$ cat src/rtl/fifo_pkg.sv
// Shared types and helpers for the sync_fifo_v2 FIFO and its bench.
package fifo_pkg;

  typedef struct packed {
    logic full;
    logic empty;
    logic almost_full;
    logic almost_empty;
    logic overflow;
    logic underflow;
  } fifo_status_t;

  localparam int MAX_ADDR_WIDTH = 30;

  // Clamp the width so the shift cannot run past a 32-bit int.
  function automatic int fifo_depth(input int addr_width);
    int aw;
    aw = (addr_width > MAX_ADDR_WIDTH) ? MAX_ADDR_WIDTH :
         (addr_width < 0) ? 0 : addr_width;
    return 1 << aw;
  endfunction

endpackage

$ cat src/rtl/fifo_ram.sv
// Register-array storage: one synchronous write port, one asynchronous read port.
module fifo_ram
  import fifo_pkg::*;
#(
  parameter int DATA_WIDTH = 8,
  parameter int ADDR_WIDTH = 4
) (
  input  logic                  clk,
  input  logic                  we,
  input  logic [ADDR_WIDTH-1:0] waddr,
  input  logic [DATA_WIDTH-1:0] wdata,
  input  logic [ADDR_WIDTH-1:0] raddr,
  output logic [DATA_WIDTH-1:0] rdata
);

  localparam int DEPTH = fifo_depth(ADDR_WIDTH);

  logic [DATA_WIDTH-1:0] mem [0:DEPTH-1];

  // Contents are deliberately not reset; the pointers define what is valid.
  always_ff @(posedge clk) begin
    if (we) mem[waddr] <= wdata;
  end

  assign rdata = mem[raddr];

endmodule

$ cat src/rtl/sync_fifo_v2.sv
// Single-clock FIFO with optional first-word fall-through, occupancy count,
// full-state read/write pass-through and sticky overflow/underflow flags.
module sync_fifo_v2
  import fifo_pkg::*;
#(
  parameter int DATA_WIDTH              = 8,
  parameter int ADDR_WIDTH              = 4,
  parameter int ALMOST_FULL_LEFT_SLOTS  = 4,
  parameter int ALMOST_EMPTY_AVAI_SLOTS = 4,
  parameter bit FWFT                    = 1'b0
) (
  input  logic                  i_CLK,
  input  logic                  i_RST,
  input  logic                  WR,
  input  logic [DATA_WIDTH-1:0] WR_DATA,
  input  logic                  RD,
  output logic [DATA_WIDTH-1:0] RD_DATA,
  output logic                  RD_VALID,
  output logic                  FULL,
  output logic                  EMPTY,
  output logic                  ALMOST_FULL_FLAG,
  output logic                  ALMOST_EMPTY_FLAG,
  output logic [ADDR_WIDTH:0]   COUNT,
  output logic                  OVERFLOW,
  output logic                  UNDERFLOW,
  input  logic                  CLR_ERR
);

  localparam int DEPTH = fifo_depth(ADDR_WIDTH);
  localparam int PW    = ADDR_WIDTH + 1;

  localparam logic [PW-1:0] DEPTH_LEVEL = PW'(DEPTH);
  localparam logic [PW-1:0] AF_LEVEL    = PW'(DEPTH - ALMOST_FULL_LEFT_SLOTS);
  localparam logic [PW-1:0] AE_LEVEL    = PW'(ALMOST_EMPTY_AVAI_SLOTS);

  if (ALMOST_FULL_LEFT_SLOTS < 0 || ALMOST_FULL_LEFT_SLOTS >= DEPTH) begin : g_bad_af
    $error("sync_fifo_v2: ALMOST_FULL_LEFT_SLOTS must be in 0..DEPTH-1");
  end
  if (ALMOST_EMPTY_AVAI_SLOTS < 0 || ALMOST_EMPTY_AVAI_SLOTS >= DEPTH) begin : g_bad_ae
    $error("sync_fifo_v2: ALMOST_EMPTY_AVAI_SLOTS must be in 0..DEPTH-1");
  end

  logic [PW-1:0]         wr_ptr;
  logic [PW-1:0]         rd_ptr;
  logic [PW-1:0]         count;
  logic                  rd_acc;
  logic                  wr_acc;
  logic                  overflow_q;
  logic                  underflow_q;
  logic [DATA_WIDTH-1:0] head_data;
  fifo_status_t          status;

  // The extra MSB on each pointer tells full from empty when the addresses match.
  assign count = wr_ptr - rd_ptr;

  always_comb begin
    status              = '0;
    status.full         = (count == DEPTH_LEVEL);
    status.empty        = (count == '0);
    status.almost_full  = (count >= AF_LEVEL);
    status.almost_empty = (count <= AE_LEVEL);
    status.overflow     = overflow_q;
    status.underflow    = underflow_q;
  end

  // A read frees a slot in the same cycle, so a full FIFO can still take a write.
  assign rd_acc = RD && !status.empty;
  assign wr_acc = WR && (!status.full || rd_acc);

  always_ff @(posedge i_CLK or posedge i_RST) begin
    if (i_RST) begin
      wr_ptr <= '0;
      rd_ptr <= '0;
    end else begin
      if (wr_acc) wr_ptr <= wr_ptr + PW'(1);
      if (rd_acc) rd_ptr <= rd_ptr + PW'(1);
    end
  end

  always_ff @(posedge i_CLK or posedge i_RST) begin
    if (i_RST) begin
      overflow_q  <= 1'b0;
      underflow_q <= 1'b0;
    end else begin
      if (WR && !wr_acc)   overflow_q <= 1'b1;
      else if (CLR_ERR)    overflow_q <= 1'b0;
      if (RD && !rd_acc)   underflow_q <= 1'b1;
      else if (CLR_ERR)    underflow_q <= 1'b0;
    end
  end

  fifo_ram #(
    .DATA_WIDTH (DATA_WIDTH),
    .ADDR_WIDTH (ADDR_WIDTH)
  ) u_ram (
    .clk   (i_CLK),
    .we    (wr_acc),
    .waddr (wr_ptr[ADDR_WIDTH-1:0]),
    .wdata (WR_DATA),
    .raddr (rd_ptr[ADDR_WIDTH-1:0]),
    .rdata (head_data)
  );

  if (FWFT) begin : g_fwft
    assign RD_DATA  = head_data;
    assign RD_VALID = !status.empty;
  end else begin : g_std
    logic [DATA_WIDTH-1:0] rd_data_q;
    logic                  rd_valid_q;

    always_ff @(posedge i_CLK or posedge i_RST) begin
      if (i_RST) begin
        rd_data_q  <= '0;
        rd_valid_q <= 1'b0;
      end else begin
        rd_valid_q <= rd_acc;
        if (rd_acc) rd_data_q <= head_data;
      end
    end

    assign RD_DATA  = rd_data_q;
    assign RD_VALID = rd_valid_q;
  end

  assign FULL              = status.full;
  assign EMPTY             = status.empty;
  assign ALMOST_FULL_FLAG  = status.almost_full;
  assign ALMOST_EMPTY_FLAG = status.almost_empty;
  assign OVERFLOW          = status.overflow;
  assign UNDERFLOW         = status.underflow;
  assign COUNT             = count;

endmodule
$ cat config.mk
export PLATFORM = sky130hd
export DESIGN_NAME = sync_fifo_v2
export DESIGN_NICKNAME = d
export VERILOG_FILES = /design/src/rtl/fifo_pkg.sv /design/src/rtl/fifo_ram.sv /design/src/rtl/sync_fifo_v2.sv
export SDC_FILE = /design/constraint.sdc
export NUM_CORES = 1
export LEC_CHECK = 0
export ABC_CLOCK_PERIOD_IN_PS = 4100
export BUFFER_PORTS_ARGS = -buffer_cell sky130_fd_sc_hd__buf_2
export CAP_MARGIN = 10
export CORE_MARGIN = 8
export CORE_UTILIZATION = 63
export CTS_BUF_LIST = sky130_fd_sc_hd__clkbuf_8
export CTS_CLUSTER_SIZE = 12
export DETAILED_ROUTE_END_ITERATION = 12
export PLACE_DENSITY = 0.87
export REMOVE_ABC_BUFFERS = 1
export SYNTH_ARGS = -nofsm -noshare
export SYNTH_HDL_FRONTEND = slang
export SYNTH_SLANG_ARGS = --single-unit
$ cat constraint.sdc
create_clock -name i_CLK -period 4.1 [get_ports i_CLK]
set_input_delay 0.615 -clock i_CLK [delete_from_list [all_inputs] [get_ports i_CLK]]
set_output_delay 0.615 -clock i_CLK [all_outputs]
set_load 0.03 [all_outputs]
Word level (Yosys, flattened, before mapping)
Memory sizes are Yosys's and may differ from the RTL's. A register that Yosys moved wholly into a read port is not among the register bits.
Cells that the tools add are included.
- output and inout port bits: 20
- bits in registers: 13
- bits in writable memories: 128
- word-level logic and storage cells: 29
- memories kept: 1
- input bits: 13
- reductions and logical operators: 12
- eq/ne operators: 1
- order comparisons: 2
- $add $sub $neg: 3
- muxes and demuxes: 5
- memories (name ; depth ; bits a word ; read ports ; clocked after Yosys merged registers in ; write ports ; line ; RTL):
    u_ram.mem ; 16 ; 8 ; 1 ; 1 ; 1 ; fifo_ram.sv:18 ; logic [DATA_WIDTH-1:0] mem [0:DEPTH-1];
- operators by type and width (operator ; count):
    $add 5x1->5 const B ; 2
    $eq 5x5->1 const B ; 1
    $ge 5x4->1 const B ; 1
    $le 5x3->1 const B ; 1
    $logic_not 5->1 ; 1
    $mux 1 ; 5
    $sub 5x5->5 ; 1
    $logic_and 1x1->1 ; 4
    $logic_not 1->1 ; 4
    $reduce_bool 2->1 ; 2
    $logic_or 1x1->1 ; 1

Longest topological paths before layout
Gate-level depths: netlist (run 1).
- depth after elaboration: 9
- mapped depth: 10
- mapped depth without buffers: 9

Modules after synthesis
Synthesis (run 1) repeated with hierarchy kept, for this count alone.
- cell total of the unflattened synthesis: 319
- area total of the unflattened synthesis: 6113.4 um^2
- modules (own cells, without submodules) (module ; times used ; area each (um^2) ; cells an instance):
    fifo_ram ; 1 ; 4987.3 ; 221
    sync_fifo_v2 ; 1 ; 1126.1 ; 98

Worst setup path after synthesis (run 1)
OpenSTA, ideal clock, no wires.
- kind: register -> register
- from: reg rd_ptr[2]
- to: mem u_ram.mem[2][0], enable pin
- setup slack: 0.252 ns
- path buffers: 3
- cell stages (with the launch flop): 11
- data arrival time: 3.453 ns
- path through: dfrtp_1 clkbuf_1 inv_1 ha_1 xnor2_1 nor3b_1 mux2i_1 buf_4 nor3_1 buf_2 nor4_1
- longest elaborated chain between the ends: 8
- elaborated cells on any way between the ends: 10
- classes of those cells: add/sub (1); eq/ne (1); mux (2); reduce/logical (6)
- ends and longest elaborated chain (what ; line ; RTL):
    start, declared ; sync_fifo_v2.sv:44 ; logic [PW-1:0] rd_ptr;
    start signal, assigned ; sync_fifo_v2.sv:76 ; if (rd_acc) rd_ptr <= rd_ptr + PW'(1);
    $sub 5x5->5 * ; sync_fifo_v2.sv:54 ; assign count = wr_ptr - rd_ptr;
    net COUNT[2] ; sync_fifo_v2.sv:23 ; output logic [ADDR_WIDTH:0] COUNT,
    $logic_not 5->1 ; sync_fifo_v2.sv:59 ; status.empty = (count == '0);
    $logic_not 1->1 ; sync_fifo_v2.sv:67 ; assign rd_acc = RD && !status.empty;
    $logic_and 1x1->1 ; sync_fifo_v2.sv:67 ;
    $logic_or 1x1->1 * ; sync_fifo_v2.sv:68 ; assign wr_acc = WR && (!status.full || rd_acc);
    $logic_and 1x1->1 * ; sync_fifo_v2.sv:68 ;
    $mux 1 * ; fifo_ram.sv:22 ; if (we) mem[waddr] <= wdata;
    $mux 1 (not written as such) * ; fifo_ram.sv:22 ;
    end, declared ; fifo_ram.sv:18 ;
Mark *: on every way through the listed nets, which the timed path passes. The rest lies on a longest branch.

Worst setup path after layout (run 1)
- from: reg wr_ptr[0]
- to: out ALMOST_EMPTY_FLAG
- longest elaborated chain between the ends: 2
- ends and longest elaborated chain (what ; line ; RTL):
    start, declared ; sync_fifo_v2.sv:43 ; logic [PW-1:0] wr_ptr;
    start signal, assigned ; sync_fifo_v2.sv:75 ; if (wr_acc) wr_ptr <= wr_ptr + PW'(1);
    $sub 5x5->5 ; sync_fifo_v2.sv:54 ;
    $le 5x3->1 ; sync_fifo_v2.sv:61 ; status.almost_empty = (count <= AE_LEVEL);
    end, declared ; sync_fifo_v2.sv:22 ; output logic ALMOST_EMPTY_FLAG,
Every way passes these cells.

==> results of run 1 <==
==> path summary, 6_finish.rpt <==
kind | to | slack (ns)
max | ALMOST_EMPTY_FLAG | 0.50
min | RD_DATA[2]$_DFFE_PP0P_ | 0.37
max reg2reg | u_ram.mem[9][7]$_DFFE_PP_ | 0.54
min reg2reg | wr_ptr[4]$_DFFE_PP0P_ | 0.50
max in group asynchronous | rd_ptr[0]$_DFFE_PP0P_ | 3.11
min in group i_CLK | wr_ptr[4]$_DFFE_PP0P_ | 0.50
==> stage by stage <==
step / cells / utilization [%]
finish: 511 / 73.5
CTS: 510 / 73.5
detailed placement: 478 / 68.7
global route: 511 / 73.5
global placement: 478 / 68.7
floorplan: 307 / -
==> state kept, by name, summed over array words and instances (netlist names) <==
register,count
wr_ptr,5
OVERFLOW,1
u_ram.mem,128
UNDERFLOW,1
RD_VALID,1
RD_DATA,8
rd_ptr,5
==> kinds of logic (layout without fill, tap and decap cells) <==
group	after synthesis	after routing	share of synthesized area (%)
DFF	149	149	72.7
xor gates and xnor gates	12	12	1.87
and+or+nand+nor	52	52	4.00
adders and majority gates	10	10	2.21
AOI/OAI and AO/OA	29	29	3.35
muxes	43	43	14.0
buffers and inverters	26	87	1.87
==> cell usage after synthesis (3+ instances only) <==
| master | number | area share [%] |
|---|---|---|
| nor3_1 | 12 | 1.0 |
| nand2_1 | 14 | 0.87 |
| dfrtp_1 | 21 | 8.7 |
| xnor2_1 | 9 | 1.3 |
| o22ai_1 | 16 | 1.7 |
| nor4_1 | 3 | 0.31 |
| buf_2 | 6 | 0.50 |
| mux2_2 | 10 | 1.9 |
| ha_1 | 9 | 1.9 |
| clkbuf_1 | 5 | 0.31 |
| nand2b_1 | 3 | 0.31 |
| mux4_2 | 32 | 12 |
| nor2_1 | 16 | 1.0 |
| inv_1 | 11 | 0.69 |
| edfxtp_1 | 128 | 64 |
==> per-layer routing <==
layer  global-route usage (%)  vias to the layer above  routed length, µm
li1                         -                     1370                  -
met1                     29.4                     1624               5210
met2                     32.8                      160               6340
met3                     5.02                       15                950
met4                     6.48                        0                151
met5                        0                        -                  0
==> worst max-delay path: cells and delay by family (launching register included) <==
| family | cells | cell delay, ns |
|---|---|---|
| xor+xnor | 1 | 0.38 |
| simple gates | 1 | 0.16 |
| fa+ha+maj | 2 | 0.62 |
| buf+inv | 3 | 0.48 |
| compound gates | 2 | 0.45 |
| flops | 1 | 0.45 |
==> placed cells by master (no fill, tap or decap), types with 4 or more instances in the layout <==
master | Yosys | routed
edfxtp_1 | 128 | 128
buf_2 | 6 | 33
mux4_2 | 32 | 32
dfrtp_1 | 21 | 20
clkbuf_8 | 0 | 17
nor2_1 | 16 | 16
o22ai_1 | 16 | 16
nand2_1 | 14 | 14
inv_1 | 11 | 12
nor3_1 | 12 | 11
mux2_2 | 10 | 10
buf_4 | 2 | 10
xnor2_1 | 9 | 9
ha_1 | 9 | 9
clkinv_4 | 0 | 5
bufinv_16 | 0 | 4
==> layout make-up <==
type	instances	area share, %
multi-input cells	146	22.6
repair buffers	43	3.54
clock inverters	15	3.06
inverters	12	0.663
clock buffers	17	3.44
well taps	129	2.38
flip-flops and latches	149	64.3
==> where the power goes <==
group | total [mW] | leakage [nW] | switching [mW] | internal [mW]
combinational | 2.29 | 0.740 | 1.44 | 0.843
clock | 1.23 | 0.219 | 0.557 | 0.670
sequential | 2.02 | 1.40 | 0.133 | 1.89
total | 5.54 | 2.36 | 2.13 | 3.40
==> parameters.txt, run 1 <==
Parameter                              Value

Worst setup path
  Worst Setup Path Type ... reg2out
  Max Fanout on Critical Path ... 8
  Cell with the largest stage delay on the worst path ... dfrtp_1
  Largest stage delay, worst path ... approximately 0.45 ns
  Kind of start point of the critical path ... flop
  Required time reported for the critical path endpoint ... 3.48 ns
  Cell depth of the worst flop-to-flop path ... 8
  Arrival time of data at the critical path endpoint ... around 3 ns
  Launch point of the worst path ... wr_ptr[0]$_DFFE_PP0P_
  Element type at the critical path end ... output port
  Launching point of the worst reg2reg path ... wr_ptr[0]$_DFFE_PP0P_
  Critical-path cell list ... inv_1 > ha_1 > fa_1 > nand2b_1 > a21oi_1 > xor2_2 > inv_2 > a211oi_1 > buf_2

STA
  Clock skew after layout ... 0.0130 ns
  Measured slew at the worst slew-check pin ... between 1 and 1.5 ns
  Post-route minimum period ... around 3.6 ns
  Final-report max-slew violation count ... 0
  Hold violation count in the final report ... 0
  Setup ws final ... 0.503 ns
  Post-Route Hold Slack ... around 0.37 ns
  Setup violation total in the final timing report ... 0
  Sum Neg Setup Slack ... 0 ns
  Max-slew headroom at the worst pin ... 25.3%
  Fin crit share ... 87.7%
  Upper clock frequency limit ... 0.278 GHz
  RSZ-0062 raised after global routing ... no

Route
  Sum of routed wire length over all layers ... 12600 µm
  Avg Vias per Cell ... around 6.2
  Final routed wire length divided by cell count ... 24.8 µm
  Post-route ant nets ... 0
  Number of design-rule violations left by the first detailed-router iteration ... ~350
  Via Count ... 3169
  Number of remaining DRC errors ... 0
  DRT Pass-1 Iters ... 5

Global route
  Global-route wire length before repair ... approximately 20000 µm
  Pin count of the biggest net entering global routing ... 36
  Global router's overall resource usage ... between 20% and 30%
  Vias in the first global route ... 3257
  Antenna violations before repair ... 0
  Overflow after GRT ... 0

Floorplanning
  Die Wd ... around 110 µm
  Core Rows ... 35
  Initial cell density of the core ... approximately two thirds
  Core region area ... 9240 µm²
  Floorplan die height ... ~110 µm
  Total die area ... 12900 µm²
  Number of top-level design ports ... 33

Placement
  Post-detail-place hpwl ... slightly above 8000 µm
  IO Port Bufs ... 32
  Placed cell areas ... 6350 µm²
  Placer congestion estimate ... 0.912
  Post-Place Worst Slack ... just under 0.6 ns

Clocking
  Root buf cell ... clkbuf_8
  Maximum number of buffers from clock root to sink ... 2
  Post-CTS Setup Inserts ... 0
  H-tree depth ... 4
  CTS Hold Bufs ... 0
  Number of instances resized during post-cts repair ... 0
  Clock transition at the registers of the reported paths ... 0.09 ns
  CTS tree ... yes
  Later-pin clock latency in the skew report ... between 0.4 and 0.5 ns
  Number of sinks on the clock net ... 149
  Total CTS buffers ... 17

Synth
  Count of state elements after synthesis ... 149
  Number of flops mapped to enable cells by yosys ... ~130
  Most used flip-flop cell after synthesis ... edfxtp_1
  Synthesized area ... ~6000 µm²
  Number of standard cells after synthesis ... roughly 320
  Register area share after synthesis ... between 70% and 80%
  Average cell area after synthesis ... ~19 µm²
  Count of synthesis-stage warnings from yosys ... 0
  Count of cell types in the netlist ... 35
  Fraction of synthesis flops using an asynchronous set or reset pin ... 14.1%

Cells and area
  Fraction of final layout cells sized beyond drive strength 1 ... a little under a third
  Antenna diode instance count ... 0
  Final Instance Area ... between 6000 and 7000 µm²
  Area overhead of the layout relative to synthesis ... 13.0%
  Number of filler cells placed in the layout ... about 550
  Layout net count ... slightly below 400
  Area of the multi-input gates ... about 1500 µm²
  Sequential cell area in the final layout ... ~4400 µm²

Power and ir drop
  Leakage power summed over all cells ... 2.36 nW
  VDD IR max ... about 0.72 mV
  Power density over the cells ... about 820 nW/µm²
  Total power draw ... between 5 and 6 mW

Outcome
  Status ... complete, no violations

Job
  Number of max-cap violations ... 0

Min path
  Type of the worst min-delay path ... in2async
Power figures use the tool's default switching activity.
==> run 2: changes to the inputs <==
--- a/config.mk
+++ b/config.mk
@@ -6,14 +6,14 @@
 export NUM_CORES = 1
 export LEC_CHECK = 0
 export ABC_CLOCK_PERIOD_IN_PS = 4100
-export BUFFER_PORTS_ARGS = -buffer_cell sky130_fd_sc_hd__buf_2
 export CAP_MARGIN = 10
 export CORE_MARGIN = 8
-export CORE_UTILIZATION = 63
+export CORE_UTILIZATION = 65
 export CTS_BUF_LIST = sky130_fd_sc_hd__clkbuf_8
 export CTS_CLUSTER_SIZE = 12
 export DETAILED_ROUTE_END_ITERATION = 12
-export PLACE_DENSITY = 0.87
+export DONT_BUFFER_PORTS = 1
+export PLACE_DENSITY = 0.86
 export REMOVE_ABC_BUFFERS = 1
 export SYNTH_ARGS = -nofsm -noshare
 export SYNTH_HDL_FRONTEND = slang
==> run 2 against run 1 <==
- die area fell by 2.6%
- utilization fell by 0.44 points
- critical endpoint is now EMPTY
- clock skew rose by 0.0042 ns
- sequential cell count unchanged
==> parameters.txt, run 2 (synthesis gave the netlist of run 1 again) <==
Parameter                              Value

STA
  Hold violation count in the final report ... 0
  Post-route minimum period ... ~3.7 ns
  RSZ-0062 raised after global routing ... no
  Max-slew headroom at the worst pin ... between 30% and 40%
  Final-report max-slew violation count ... 0
  Upper clock frequency limit ... 0.271 GHz
  Fin crit share ... between 80% and 90%
  Sum Neg Setup Slack ... 0 ns
  Clock skew after layout ... approximately 0.017 ns
  Setup ws final ... slightly above 0.4 ns
  Measured slew at the worst slew-check pin ... 0.915 ns
  Setup violation total in the final timing report ... 0

Placement
  Number of placed instances, taps included ... 440
  IO Port Bufs ... 0
  Post-detail-place hpwl ... around 7900 µm
  Placer congestion estimate ... about 0.86
  Post-Place Worst Slack ... 0.860 ns
  Placed cell areas ... ~6300 µm²

Power and ir drop
  Cell internal pwr ... ~3.2 mW
  Leakage power summed over all cells ... between 2 and 2.5 nW
  Part of the total power dissipated in sequential elements ... approximately two fifths
  Comb pwr share ... between 30% and 40%
  Net switching power of the design ... ~2.1 mW
  Power density over the cells ... about 800 nW/µm²
  Relative contribution of the clock network to total power ... between 20% and 30%
  Switching share of total power ... roughly two fifths
  VDD IR max ... between 0.4 and 0.5 mV

Worst setup path
  Element type at the critical path end ... output port
  Required time reported for the critical path endpoint ... about 3.5 ns
  Top cell family by delay on the critical path ... simple AND/OR/NAND/NOR gates
  Worst Setup Path Type ... reg2out
  Max Fanout on Critical Path ... 8
  Cell with the largest stage delay on the worst path ... nor2_1
  Largest stage delay, worst path ... approximately 0.55 ns
  Critical-path cell list ... inv_1 > ha_1 > fa_1 > nand2b_1 > a21oi_1 > xor2_2 > inv_2 > nor2_1
  Arrival time of data at the critical path endpoint ... about 3.1 ns
  Worst path bufs/invs ... 2
  Kind of start point of the critical path ... flop

Cells and area
  Area overhead of the layout relative to synthesis ... 10.7%
  Number of filler cells placed in the layout ... roughly 510
  Most frequent standard cell in the layout excluding fill and tap cells ... edfxtp_1
  Final instance count without filler cells ... 472
  Final core utilization ... 73.1%
  Flip-flop count of the largest register after layout ... approximately 130
  Highest-count cells in the layout ignoring fill and taps ... 128 x edfxtp_1, 32 x mux4_2, 22 x buf_4
  Reg with most FFs ... u_ram.mem
  Layout net count ... 371
  Antenna diode instance count ... 0
  Final Instance Area ... 6660 µm²
  Fraction of final layout cells sized beyond drive strength 1 ... 28.5%

Clocking
  Number of sinks on the clock net ... between 100 and 150
  Clock transition at the registers of the reported paths ... roughly 0.1 ns
  Post-CTS Setup Inserts ... 0
  H-tree depth ... 4
  CTS Hold Bufs ... 0
  Later-pin clock latency in the skew report ... around 0.44 ns
  CTS tree ... yes
  Root buf cell ... clkbuf_8
  Maximum number of buffers from clock root to sink ... 2
  Number of instances resized during post-cts repair ... 0
  Total CTS buffers ... 17

Route
  Number of remaining DRC errors ... 0
  Post-route ant nets ... 0
  Sum of routed wire length over all layers ... approximately 12000 µm
  Final routed wire length divided by cell count ... 25.8 µm
  DRT Pass-1 Iters ... 4
  Avg Vias per Cell ... roughly 6.6
  Via Count ... approximately 3100
  Number of design-rule violations left by the first detailed-router iteration ... between 200 and 300

Global route
  Pin count of the biggest net entering global routing ... 36
  Overflow after GRT ... 0
  Global-route wire length before repair ... about 19000 µm
  Global router's overall resource usage ... 20.7%
  Antenna violations before repair ... 0
  Vias in the first global route ... roughly 3300

Floorplanning
  Total die area ... between 10000 and 15000 µm²
  Number of top-level design ports ... 33
  Core region area ... 9110 µm²
  Die Wd ... around 110 µm
  Core Rows ... 35
  Initial cell density of the core ... 66.0%
  Floorplan die height ... between 100 and 150 µm

Outcome
  Status ... complete, no violations

Min path
  Type of the worst min-delay path ... in2async

Job
  Number of max-cap violations ... 0
run 2: cell types whose count changed in the layout (fill, tap and decap cells not counted), sizes merged:
cell,before,now
buf,43,22
clkinv,6,0
inv,15,21
bufinv,4,1
clkinvlp,2,4
clkbuf,17,18
run 2: metal layers:
layer,vias to the layer above,global-route usage (%),share of wire [%]
li1,1337,-,-
met1,1582,25.6,39
met2,156,32.4,50
met3,19,6.44,8.8
met4,0,11.0,2.6
met5,-,0,0
run 2: through the flow:
step,power (mW),hold WS (ns)
CTS,5.33,0.212
detailed placement,4.24,0.484
floorplan,3.66,0.465
global placement,4.17,0.482
global route,5.57,0.236
finish,5.31,0.207
run 2: layout make-up:
type | count | area (µm²) | area share, %
clock buffers | 18 | 248 | 3.72
multi-input cells | 146 | 1550 | 23.3
inverters | 12 | 45.0 | 0.677
flip-flops and latches | 149 | 4370 | 65.6
repair buffers | 22 | 165 | 2.48
well taps | 111 | 139 | 2.09
clock inverters | 14 | 141 | 2.12
run 2: path summary, 6_finish.rpt:
path | to | startpoint | cells past startpoint | slack, ns
max in group asynchronous | rd_ptr[0]$_DFFE_PP0P_ | i_RST | 1 | 3.33
min in group i_CLK | u_ram.mem[15][1]$_DFFE_PP_ | WR_DATA[1] | 0 | 0.27
min reg2reg | wr_ptr[4]$_DFFE_PP0P_ | wr_ptr[4]$_DFFE_PP0P_ | 1 | 0.50
max reg2reg | RD_DATA[0]$_DFFE_PP0P_ | wr_ptr[0]$_DFFE_PP0P_ | 9 | 0.88
min | RD_DATA[3]$_DFFE_PP0P_ | i_RST | 1 | 0.21
max | EMPTY | wr_ptr[0]$_DFFE_PP0P_ | 8 | 0.41
run 2: power groups by stage:
stage | logic [mW] | clock network (mW) | registers, mW
global route | 2.26 | 1.16 | 2.16
detailed placement | 2.08 | 0 | 2.16
floorplan | 1.43 | 0 | 2.23
global placement | 2.03 | 0 | 2.15
CTS | 2.10 | 1.10 | 2.13
finish | 2.09 | 1.09 | 2.13
run 2: worst register-to-register path, stage by stage, from the launching register on:
cell      delay [ns]
dfrtp_1         0.43
inv_1           0.10
ha_1            0.21
fa_1            0.40
nand2b_1        0.17
a21oi_1         0.21
xor2_2          0.37
inv_2           0.21
o21ai_2         0.59
mux2_2          0.42
